**src/rtl/ula_serial_ctrl.sv**
```systemverilog
// Bit-serial sequencer driving a single 1-bit ALU slice over N cycles, LSB first.
// Optional abort input and result shadow copy: define ULA_SERIAL_ABORT_EN.
module ula_serial_ctrl #(
    parameter int N = 32
) (
    input  logic         clk,
    input  logic         rst,
    input  logic         start,
    input  logic [N-1:0] opA,
    input  logic [N-1:0] opB,
    input  logic [2:0]   ALUop,
    input  logic         binvert,
`ifdef ULA_SERIAL_ABORT_EN
    input  logic         abort,
`endif
    output logic         busy,
    output logic         done,
    output logic [N-1:0] result,
    output logic         zero,
    output logic         overflow,
    output logic         slice_a,
    output logic         slice_b,
    output logic         slice_binvert,
    output logic         slice_cin,
    output logic         slice_less,
    output logic [2:0]   slice_op,
    input  logic         slice_result,
    input  logic         slice_cout,
    input  logic         slice_overf
);

    localparam int CW = (N > 2) ? $clog2(N) : 1;

    localparam logic [2:0] OP_AND = 3'b000;
    localparam logic [2:0] OP_ADD = 3'b010;
    localparam logic [2:0] OP_SLT = 3'b011;

    typedef enum logic [1:0] {
        S_IDLE,
        S_EXEC,
        S_LESS,
        S_DONE
    } state_t;

    state_t         state_q;
    logic [N-1:0]   a_q;
    logic [N-1:0]   b_q;
    logic [2:0]     op_q;
    logic           binv_q;
    logic [CW-1:0]  cnt_q;
    logic           carry_q;
    logic           set_q;
    logic [N-1:0]   result_q;
    logic           overflow_q;
    logic           busy_q;
    logic           done_q;
`ifdef ULA_SERIAL_ABORT_EN
    logic [N-1:0]   shadow_q;
`endif

    logic [N-1:0]   result_d;
    logic           last_bit;
    logic           is_slt;
    logic           active;

    assign last_bit = (cnt_q == CW'(N - 1));
    assign is_slt   = (op_q == OP_SLT);
    assign active   = (state_q == S_EXEC) || (state_q == S_LESS);

    // The current slice output lands in the bit selected by the counter.
    always_comb begin
        result_d        = result_q;
        result_d[cnt_q] = slice_result;
    end

    // Operands are rotated, so bit 0 is always the bit under the slice and
    // the originals are restored after N cycles for the second SLT pass.
    always_comb begin
        slice_a       = active & a_q[0];
        slice_b       = active & b_q[0];
        slice_binvert = active & (binv_q | is_slt);
        slice_cin     = active & carry_q;
        slice_less    = (state_q == S_LESS) && (cnt_q == '0) && set_q;
        slice_op      = OP_AND;
        if (state_q == S_EXEC) begin
            slice_op = is_slt ? OP_ADD : op_q;
        end else if (state_q == S_LESS) begin
            slice_op = OP_SLT;
        end
    end

    always_ff @(posedge clk) begin
        if (rst) begin
            state_q    <= S_IDLE;
            a_q        <= '0;
            b_q        <= '0;
            op_q       <= '0;
            binv_q     <= 1'b0;
            cnt_q      <= '0;
            carry_q    <= 1'b0;
            set_q      <= 1'b0;
            result_q   <= '0;
            overflow_q <= 1'b0;
            busy_q     <= 1'b0;
            done_q     <= 1'b0;
`ifdef ULA_SERIAL_ABORT_EN
            shadow_q   <= '0;
`endif
        end else begin
            done_q <= 1'b0;
            case (state_q)
                S_IDLE: begin
                    if (start) begin
                        a_q     <= opA;
                        b_q     <= opB;
                        op_q    <= ALUop;
                        binv_q  <= binvert;
                        cnt_q   <= '0;
                        carry_q <= binvert | (ALUop == OP_SLT);
`ifdef ULA_SERIAL_ABORT_EN
                        shadow_q <= result_q;
`endif
                        if (ALUop[2]) begin
                            result_q   <= '0;
                            overflow_q <= 1'b0;
                            done_q     <= 1'b1;
                            state_q    <= S_DONE;
                        end else begin
                            busy_q  <= 1'b1;
                            state_q <= S_EXEC;
                        end
                    end
                end
                S_EXEC: begin
`ifdef ULA_SERIAL_ABORT_EN
                    if (abort) begin
                        result_q <= shadow_q;
                        busy_q   <= 1'b0;
                        state_q  <= S_IDLE;
                    end else
`endif
                    begin
                        result_q <= result_d;
                        carry_q  <= slice_cout;
                        cnt_q    <= cnt_q + CW'(1);
                        a_q      <= {a_q[0], a_q[N-1:1]};
                        b_q      <= {b_q[0], b_q[N-1:1]};
                        if (last_bit) begin
                            cnt_q <= '0;
                            if (is_slt) begin
                                // Sign of A-B corrected by overflow gives the true ordering.
                                set_q   <= slice_result ^ slice_overf;
                                state_q <= S_LESS;
                            end else begin
                                overflow_q <= (op_q == OP_ADD) & slice_overf;
                                busy_q     <= 1'b0;
                                done_q     <= 1'b1;
                                state_q    <= S_DONE;
                            end
                        end
                    end
                end
                S_LESS: begin
`ifdef ULA_SERIAL_ABORT_EN
                    if (abort) begin
                        result_q <= shadow_q;
                        busy_q   <= 1'b0;
                        state_q  <= S_IDLE;
                    end else
`endif
                    begin
                        result_q <= result_d;
                        cnt_q    <= cnt_q + CW'(1);
                        a_q      <= {a_q[0], a_q[N-1:1]};
                        b_q      <= {b_q[0], b_q[N-1:1]};
                        if (last_bit) begin
                            cnt_q      <= '0;
                            overflow_q <= 1'b0;
                            busy_q     <= 1'b0;
                            done_q     <= 1'b1;
                            state_q    <= S_DONE;
                        end
                    end
                end
                S_DONE: begin
                    state_q <= S_IDLE;
                end
                default: begin
                    state_q <= S_IDLE;
                    busy_q  <= 1'b0;
                end
            endcase
        end
    end

    assign busy     = busy_q;
    assign done     = done_q;
    assign result   = result_q;
    assign overflow = overflow_q;
    assign zero     = (result_q == '0);

endmodule
```
**config.mk**
```make
export PLATFORM = sky130hd
export DESIGN_NAME = ula_serial_ctrl
export DESIGN_NICKNAME = d
export VERILOG_FILES = /design/src/rtl/ula_serial_ctrl.sv
export SDC_FILE = /design/constraint.sdc
export NUM_CORES = 1
export LEC_CHECK = 0
export ABC_AREA = 1
export CORE_MARGIN = 2
export CORE_UTILIZATION = 27
export DETAILED_ROUTE_END_ITERATION = 10
export SYNTH_ARGS = -nofsm -noshare
export SYNTH_HDL_FRONTEND = slang
export SYNTH_SLANG_ARGS = --single-unit
```
**constraint.sdc**
```tcl
create_clock -name clk -period 3.1 [get_ports clk]
set_clock_uncertainty 0.2 [all_clocks]
set_input_delay 0.62 -clock clk [delete_from_list [all_inputs] [get_ports clk]]
set_output_delay 0.62 -clock clk [all_outputs]
set_load 0.005 [all_outputs]
```
# Yosys cells after proc, flatten, opt, wreduce, memory -nomap -nowiden
# Cells that the tools add are included.
# W data, S select, Z words.
dict set report op_classes {
  addsub 1
  n_lt_le_gt_ge 2
  n_eq_ne 13
  n_mux 41
  bitwise_logic 8
  n_reduce_logical 19
}
# op n
set op_table {}
lappend op_table {{$pmux W32 S2} 3}
lappend op_table {{$mux W32} 4}
lappend op_table {{$bwmux W32} 1}
lappend op_table {{$logic_not A32 Y1} 1}
lappend op_table {{$mux W1} 17}
lappend op_table {{$ne A2 B2 Y1 const B} 6}
lappend op_table {{$reduce_and A6 Y1} 2}
lappend op_table {{$mux W2} 5}
lappend op_table {{$mux W5} 2}
lappend op_table {{$pmux W5 S2} 1}
lappend op_table {{$eq A3 B2 Y1 const B} 3}
lappend op_table {{$pmux W1 S3} 3}
lappend op_table {{$reduce_and A3 Y1} 3}
lappend op_table {{$pmux W2 S4} 1}
lappend op_table {{$lt A5 B6 Y1 const B} 1}
lappend op_table {{$mux W3} 2}
lappend op_table {{$reduce_and A2 Y1} 3}
lappend op_table {{$add A5 B1 Y5 const B} 1}
lappend op_table {{$and A1 B1 Y1} 5}
lappend op_table {{$demux W1 S5} 1}
lappend op_table {{$eq A5 B5 Y1 const B} 1}
lappend op_table {{$ge A5 B1 Y1 const B} 1}
lappend op_table {{$logic_not A5 Y1} 1}
lappend op_table {{$eq A2 B2 Y1 const B} 2}
lappend op_table {{10 further kinds} 14}
dict set report totals {
  ff_bits 112
}

# Logic depth before layout (Yosys ltp)
# Gate-level depths: netlist of run 1.
dict set report depth {
  ltp_word 6
  mapped_depth 10
}

# Least setup slack after synthesis of run 1
# No wires, ideal clock.
dict set report synth_timing {
  path_type {register -> output}
  startpoint {register state_q[0]}
  endpoint {output slice_cin}
  arrival_time_ns 1.377
  slack_ns 0.903
  stages_incl_launch_ff 8
  n_path_buf 3
  path_cell_list {dfxtp_1 > inv_1 > ha_1 > buf_4 > buf_4 > clkbuf_1 > nand2_1 > inv_1}
}
dict set report synth_between {
  elab_chain_cells 3
}
# element line_no
set synth_rtl {}
lappend synth_rtl {{from (decl)} 45} ;# state_t state_q;
lappend synth_rtl {{from (signal assigned)} 94} ;# state_q <= S_IDLE;
lappend synth_rtl {{from (signal assigned)} 127} ;# state_q <= S_DONE;
lappend synth_rtl {{from (signal assigned)} 130} ;# state_q <= S_EXEC;
lappend synth_rtl {{$eq A2 B1 Y1 or $eq A2 B2 Y1 (tied branches)} 68} ;# assign active = (state_q == S_EXEC) || (state_q == S_LESS);
lappend synth_rtl {{$logic_or A1 B1 Y1 (*)} 68}
lappend synth_rtl {{$and A1 B1 Y1 (*)} 82} ;# slice_cin = active & carry_q;
lappend synth_rtl {{to (decl)} 24} ;# output logic slice_cin,
# Mark *: on every way between the ends. The rest lies on a longest branch, timed or not.

# Worst setup path in the final report of run 1
dict set report layout_timing {
  startpoint {register cnt_q[0]}
  endpoint {output slice_less}
}
dict set report layout_between {
  elab_chain_cells 3
}
# element line_no
set layout_rtl {}
lappend layout_rtl {{from (decl)} 50} ;# logic [CW-1:0] cnt_q;
lappend layout_rtl {{from (signal assigned)} 145} ;# cnt_q <= cnt_q + CW'(1);
lappend layout_rtl {{from (signal assigned)} 173} ;# cnt_q <= cnt_q + CW'(1);
lappend layout_rtl {{$logic_not A5 Y1} 83} ;# slice_less = (state_q == S_LESS) && (cnt_q == '0) && set_q;
lappend layout_rtl {{$logic_and A1 B1 Y1 (2 in series)} 83}
lappend layout_rtl {{to (decl)} 25} ;# output logic slice_less,
# No other way between the ends.

==> impl_metrics.ini, run 1 <==
[synth]
synthCells = 797
syn_nets = 881
synth_area_leaders = dfxtp_1 41%, nand2_1 17%, a31oi_1 7.1%
yosysWarnings = 0
synth_top_area_share_pct = 41.1
yosysTopAreaCell = dfxtp_1
ys.flop_type = dfxtp_1
synth-edff-count = 0
syn_area_um2 = 5450
synth-async-reset-ratio_pct = 0
yosysSeqAreaShare_pct = 41.1
avgSynthCellArea_um2 = 6.84
synth_cell_types = 28
synth-seq-cells = 112

[critical_path]
r2r_cells = 7
reg2reg_from = state_q[0]
critPathCaptureType = output port
ff2ff_setup_slack_ns = 0.58
r2r_end = result[23]
cp_data_required_time_ns = 2.28
critPathKind = reg2out
startpoint_type = register
cp.arrival_ns = 2.03
cp_max_fo = 6
cp-startpoint = cnt_q[0]

[layout]
layout.nets = 965
register_area_um2 = 2240
area_growth_pct = 31.3
most-common-layout-cells = 251 x nand2_1, 117 x clkdlybuf4s50_1, 112 x dfxtp_1, 78 x nor2_1, 62 x a31oi_1
fillers = 2160
layout-drive-gt1-share_pct = 5.19
diodes = 0
final_common_cell = nand2_1
multi_input_area_um2 = 2820

[place]
dpl.hpwl_mm = 9.94
gp_congestion = 0.778
port_buffers = 117
place_ws_ns = 0.561

[clock_network]
cts_made_buffers = 9
cts_tree = done
clk_latency_ns = 0.35
cts_hold_buf = 0
cts_sinks = 112
htreeDepth = 3
cts_resized = 0
root_buffer = clkbuf_16
post_cts_buffers = 0
clock_path_buffers = 2
clkTransAtPathRegs_ns = 0.07

[floorplanning]
design.core.area_um2 = 19700
fp-row-count = 51
start_util_pct = 27.7
dieHeight_um = 146
ios = 118
die_w_um = 146
dieArea_um2 = 21300

[power]
power.density_nw_per_um2 = 873
ir_drop_mv = 0.394
leakage_nw = 2.67

[global_routing]
antenna_found_initial = 0
grt.total_usage_pct = 13.6
grt_pass1_vias = 4822
grt-ovfl-total = 0
grt_max_degree = 84
grt_first_pass_wirelength_mm = 24.2

[detailed_routing]
ant_nets = 0
firstDrtPassIters = 4
drt-total-wl_mm = 14.5
vias = 5307
drc = 0
drt_iter0_drc = 306
via_per_inst = 4.61
routedWlPerCell_um = 12.6

[flow_run]
max-cap-violations = 0

[sta]
finalHoldViolCount = 0
fin_ws_ns = 0.253
slew_viol_final = 0
fin_crit_sh_pct = 91.8
fmax_mhz = 351
rsz0062_at_grt = no
setup_tns_ns = 0
period_minus_slack_ns = 2.85
tightestPinTransition_ns = 0.694
relSlewSlack_pct = 53.7
setup_viol = 0

[hold_path]
hold_class = reg2reg
min_path_cells = 2
min_from = binv_q
hold_path_end = binv_q

[run_status]
status = finished, final reports clean
worst max-delay path, stage by stage (launching register included):
cell and delay (ns):
dfxtp_1 0.35, inv_1 0.11, ha_1 0.31, nand3_1 0.17, nor2_1 0.20, clkdlybuf4s50_1 0.54
per-layer routing:
layer | wire (um) | up-vias | share of wire (%) | track usage, %
met4 | 146 | 0 | 1.0 | 3.50
met2 | 6550 | 109 | 45 | 21.8
met3 | 609 | 9 | 4.2 | 2.75
met1 | 7210 | 2363 | 50 | 18.8
met5 | 0 | - | 0 | 0
li1 | - | 2826 | - | -
power breakdown:
group	leakage, nW	internal, W	switching [W]
clock	0.166	0.000792	0.000551
sequential	0.921	0.00184	0.000205
combinational	1.58	0.000987	0.00187
cell type report:
type | count | share of cell area [%]
sequential | 112 | 31.3
inverter | 31 | 1.64
multi-input combinational | 598 | 39.4
clock buffer | 9 | 3.15
clock inverter | 7 | 1.68
timing repair buffer | 129 | 18.2
tap | 265 | 4.64
cell usage after synthesis (2+ instances only):
library cell,number
ha_1,10
nand3_1,27
buf_6,2
nand2_1,251
inv_2,7
a31oi_1,62
a21oi_1,39
o21ai_1,37
dfxtp_1,112
a211oi_1,3
inv_1,24
and2_0,10
nor2_2,2
o21ai_0,52
buf_4,9
buf_2,21
buf_1,2
nor2_1,78
nand2_4,2
o211ai_1,2
nand2_2,4
nand4_1,11
clkbuf_1,22
nor3_1,4
worst max path at each step:
stage | end | cells past startpoint
floorplan | slice_cin | 7
global placement | b_q[8] | 8
detailed placement | result[23] | 7
CTS | slice_less | 5
global route | slice_less | 5
finish | slice_less | 5
logic make-up (layout without fill, tap and decap cells):
group,Yosys count,count (layout),share of synthesized area (%)
adder cells (fa/ha/maj),10,10,2.30
flip-flops,112,112,41.1
buffers and inverters,87,176,7.37
XOR/XNOR,1,1,0.161
AO/OA/AOI/OAI,195,195,19.6
AND/OR/NAND/NOR,392,392,29.5
per-stage QoR:
stage / power [W] / hold slack (ns) / area, um^2 / std cells / util (%)
after floorplan: 0.00422 / 0.230 / 5450 / 797 / -
after global placement: 0.00496 / 0.248 / 6810 / 1135 / 34.6
after detailed placement: 0.00497 / 0.249 / 6810 / 1135 / 34.6
after CTS: 0.00635 / 0.260 / 7150 / 1151 / 36.4
after global routing: 0.00681 / 0.277 / 7150 / 1151 / 36.4
final: 0.00625 / 0.261 / 7150 / 1151 / 36.4
flip-flops by register name, summed over array words and instances (netlist names):
name and count:
a_q 32, set_q 1, b_q 32, op_q 3, state_q 2, done 1
result 32, carry_q 1, busy 1, cnt_q 5, binv_q 1, overflow 1
(Power assumes the default switching activity.)
==> inputs of run 2 (changes only) <==
--- a/config.mk
+++ b/config.mk
@@ -9,6 +9,8 @@
 export CORE_MARGIN = 2
 export CORE_UTILIZATION = 27
 export DETAILED_ROUTE_END_ITERATION = 10
+export PLACE_DENSITY = 0.55
+export RECOVER_POWER = 100
 export SYNTH_ARGS = -nofsm -noshare
 export SYNTH_HDL_FRONTEND = slang
 export SYNTH_SLANG_ARGS = --single-unit
==> run 2 against run 1 <==
Register-to-register slack worse by 0.03 ns. Critical path depth unchanged. Die area unchanged. Clock power down 9.7%. Combinational power about the same. Critical endpoint is now slice_a. Largest power group unchanged.
==> impl_metrics.ini, run 2 (synthesis results as in run 1) <==
[sta]
relSlewSlack_pct = 32.0
setup_tns_ns = 0
rsz0062_at_grt = no
setup_viol = 0
period_minus_slack_ns = 2.91
hold_ws_ns = 0.260
fmax_mhz = 344
slew_viol_final = 0
finalHoldViolCount = 0
tightestPinTransition_ns = 1.02
fin_crit_sh_pct = 93.7

[flow_run]
max-cap-violations = 0

[clock_network]
cts_resized = 0
clkTransAtPathRegs_ns = 0.08
clock_path_buffers = 2
root_buffer = clkbuf_16
htreeDepth = 3
cts_hold_buf = 0
cts_sinks = 112
post_cts_buffers = 0
clk_latency_ns = 0.35
cts_tree = done
cts_made_buffers = 9

[global_routing]
grt_max_degree = 71
grt.total_usage_pct = 13.8
antenna_found_initial = 0
grt-ovfl-total = 0
grt_first_pass_wirelength_mm = 24.7
grt_pass1_vias = 5045

[power]
p_total_w = 0.00611
ir_drop_mv = 0.338
power.density_nw_per_um2 = 857
leakage_nw = 2.80

[place]
gp_congestion = 0.778
place_area_um2 = 6840
placed_cells = 1138
port_buffers = 117
dpl.hpwl_mm = 10.1

[floorplanning]
ios = 118
design.core.area_um2 = 19700
dieArea_um2 = 21300
die_w_um = 146
dieHeight_um = 146
fp-row-count = 51
start_util_pct = 27.7

[critical_path]
critPathKind = reg2out
r2r_end = cnt_q[3]
cp.arrival_ns = 2.09
critPathMaxStageDelay_ns = 0.57
crit_chain = inv_1 -> ha_4 -> nand2_1 -> inv_1 -> dlygate4sd3_1
reg2reg_from = state_q[0]
setup.worst_path.end = slice_a
cpMostUsedCell = inv_1
critPathCaptureType = output port
cp_data_required_time_ns = 2.28
startpoint_type = register
crit_slowest_cell = dlygate4sd3_1
cp_max_fo = 25
cp-startpoint = state_q[0]
ff2ff_setup_slack_ns = 0.55
r2r_cells = 7

[detailed_routing]
vias = 5380
drc = 0
drt_iter0_drc = 248
via_per_inst = 4.66
firstDrtPassIters = 5
drt-total-wl_mm = 14.8
ant_nets = 0
wl_met1_mm = 7.23
top_layer = met4
wl_met3_um = 750
wl_met2_mm = 6.64
routedWlPerCell_um = 12.8

[layout]
most-common-layout-cells = 251 x nand2_1, 112 x dfxtp_1, 89 x o21ai_0, 78 x nor2_1, 74 x clkdlybuf4s50_1
layout.nets = 968
final_common_cell = nand2_1
fin_cells = 1154
layout-drive-gt1-share_pct = 5.29
area_growth_pct = 30.9
diodes = 0
final_area_um2 = 7130

[hold_path]
hold_class = reg2reg

[run_status]
status = finished, final reports clean
-- run 2: cell type report --
type                       count  area, um^2
clock inverter                 5        63.8
multi-input combinational    598        2820
inverter                      31         118
fill                        2168       12500
tap                          265         332
clock buffer                  11         243
sequential                   112        2240
timing repair buffer         132        1320
-- run 2: how the worst min path moves through the flow --
stage	from	end	slack [ns]	cells after the start
finish	binv_q	binv_q	0.26	2
global route	binv_q	binv_q	0.29	2
CTS	binv_q	binv_q	0.26	2
detailed placement	binv_q	binv_q	0.25	2
global placement	set_q	set_q	0.25	2
floorplan	binv_q	binv_q	0.23	2
-- run 2: where the power goes --
part	switching (W)	internal, W
sequential	0.000196	0.00184
combinational	0.00187	0.000996
clock	0.000557	0.000656
-- run 2: metal layers --
metal / up-vias / GRT usage [%]
met2: 121 / 22.5
met1: 2427 / 18.5
met4: 0 / 3.06
li1: 2819 / -
met3: 13 / 3.72
met5: - / 0
-- run 2: worst max-delay path, delay by kind of cell (launching register included) --
kind | cells | cell delay (ns)
DFF | 1 | 0.40
and+or+nand+nor | 1 | 0.10
adders and majority gates | 1 | 0.45
buffers and inverters | 3 | 0.76
-- run 2: metrics by stage --
stage,worst slack (ns),util [%]
global placement,0.586,34.8
CTS,0.175,36.4
finish,0.195,36.3
global route,0.0631,36.3
detailed placement,0.543,34.8
floorplan,0.903,-
==> inputs of run 3 (changes only) <==
--- a/config.mk
+++ b/config.mk
@@ -10,7 +10,7 @@
 export CORE_UTILIZATION = 27
 export DETAILED_ROUTE_END_ITERATION = 10
 export PLACE_DENSITY = 0.55
-export RECOVER_POWER = 100
+export REMOVE_ABC_BUFFERS = 1
 export SYNTH_ARGS = -nofsm -noshare
 export SYNTH_HDL_FRONTEND = slang
 export SYNTH_SLANG_ARGS = --single-unit
==> run 3 against run 2 <==
Count of clock-buffer cells in the layout rose by 3. Fmax rose by 1.9%. Sequential share of layout area barely moved. Clock power fell by 7%. Combinational power rose by 3%. Power barely moved. Sequential cell count did not move. Register-to-register slack improved by 0.03 ns. Wire length rose by 2.6%. Largest power group unchanged.
==> impl_metrics.ini, run 3 (synthesis results as in run 1) <==
[power]
power.density_nw_per_um2 = 857
ir_drop_mv = 0.417
leakage_nw = 2.67

[place]
placed_cells = 1140
place_ws_ns = 0.535
gp_congestion = 0.777
place_area_um2 = 6860
dpl.hpwl_mm = 10.3
port_buffers = 117

[clock_network]
root_buffer = clkbuf_16
clock_path_buffers = 2
post_cts_buffers = 0
cts_made_buffers = 9
htreeDepth = 3
cts_resized = 0
cts_tree = done
cts_hold_buf = 0
clkTransAtPathRegs_ns = 0.07
clk_latency_ns = 0.35
cts_sinks = 112

[detailed_routing]
drt_iter0_drc = 276
routedWlPerCell_um = 13.1
vias = 5368
via_per_inst = 4.65
ant_nets = 0
firstDrtPassIters = 4
drt-total-wl_mm = 15.2
drc = 0

[global_routing]
grt_first_pass_wirelength_mm = 25.7
grt.total_usage_pct = 14.4
grt_max_degree = 71
grt_pass1_vias = 5121
grt-ovfl-total = 0
antenna_found_initial = 0

[critical_path]
cp_max_fo = 22
r2r_cells = 7
reg2reg_from = state_q[0]
ff2ff_setup_slack_ns = 0.58
critPathKind = reg2out
cp_data_required_time_ns = 2.28
r2r_end = result[31]
cp.arrival_ns = 2.03
critPathCaptureType = output port
startpoint_type = register

[layout]
most-common-layout-cells = 251 x nand2_1, 117 x clkdlybuf4s50_1, 112 x dfxtp_1, 78 x nor2_1, 62 x a31oi_1
final_area_um2 = 7130
area_growth_pct = 30.9
layout-drive-gt1-share_pct = 5.29
diodes = 0
fin_cells = 1154
layout.nets = 970
final_common_cell = nand2_1

[flow_run]
max-cap-violations = 0

[floorplanning]
dieArea_um2 = 21300
start_util_pct = 27.7
dieHeight_um = 146
ios = 118
design.core.area_um2 = 19700
die_w_um = 146
fp-row-count = 51

[hold_path]
hold_path_end = set_q
min_from = set_q
hold_class = reg2reg
min_path_cells = 2

[sta]
fin_crit_sh_pct = 92.0
slew_viol_final = 0
period_minus_slack_ns = 2.85
rsz0062_at_grt = no
fin_ws_ns = 0.249
finalHoldViolCount = 0
relSlewSlack_pct = 51.6
fmax_mhz = 351
tightestPinTransition_ns = 0.727
setup_viol = 0

[run_status]
status = finished, final reports clean
run 3: worst max path at each step:
stage | start | to | slack [ns] | cells after the start
2_1_floorplan | state_q[0] | slice_binvert | -0.86 | 4
3_3_place_gp | state_q[0] | result[23] | 0.54 | 7
3_5_place_dp | start | b_q[26] | 0.53 | 8
4_1_cts | cnt_q[0] | slice_less | 0.22 | 5
5_1_grt | state_q[1] | slice_op[1] | 0.1 | 5
6_report | state_q[0] | slice_a | 0.25 | 5
run 3: power breakdown:
group / total, W / internal, W / switching [W]
combinational: 0.00295 / 0.00103 / 0.00191
clock: 0.00112 / 0.000605 / 0.000517
sequential: 0.00204 / 0.00184 / 0.000204
run 3: per-stage QoR:
| stage | hold slack, ns | TNS [ns] | total power, W | utilization (%) |
|---|---|---|---|---|
| 2_1_floorplan | 0.232 | -34.25 | 0.00397 | - |
| 3_5_place_dp | 0.248 | 0 | 0.00506 | 34.9 |
| 5_1_grt | 0.285 | 0 | 0.00668 | 36.3 |
| 4_1_cts | 0.258 | 0 | 0.00620 | 36.3 |
| 3_3_place_gp | 0.242 | 0 | 0.00504 | 34.9 |
| 6_report | 0.261 | 0 | 0.00611 | 36.3 |
run 3: cell type report:
cell class	count	area [um^2]
inverters	31	118
multi-input cells	598	2820
well taps	265	332
clock buffers	14	274
fillers	2147	12500
flip-flops and latches	112	2240
repair buffers	134	1350
run 3: routing by layer:
metal,global-route usage (%),share of wire [%]
met5,0,0
met4,3.69,1.1
met3,3.50,5.4
met2,22.9,44
met1,19.8,50
run 3: worst max-delay path, cell delays in order (launching register included):
cell and delay, ns:
dfxtp_1 0.40, inv_1 0.11, ha_4 0.44, nand2_1 0.09, inv_1 0.10, clkdlybuf4s50_1 0.54
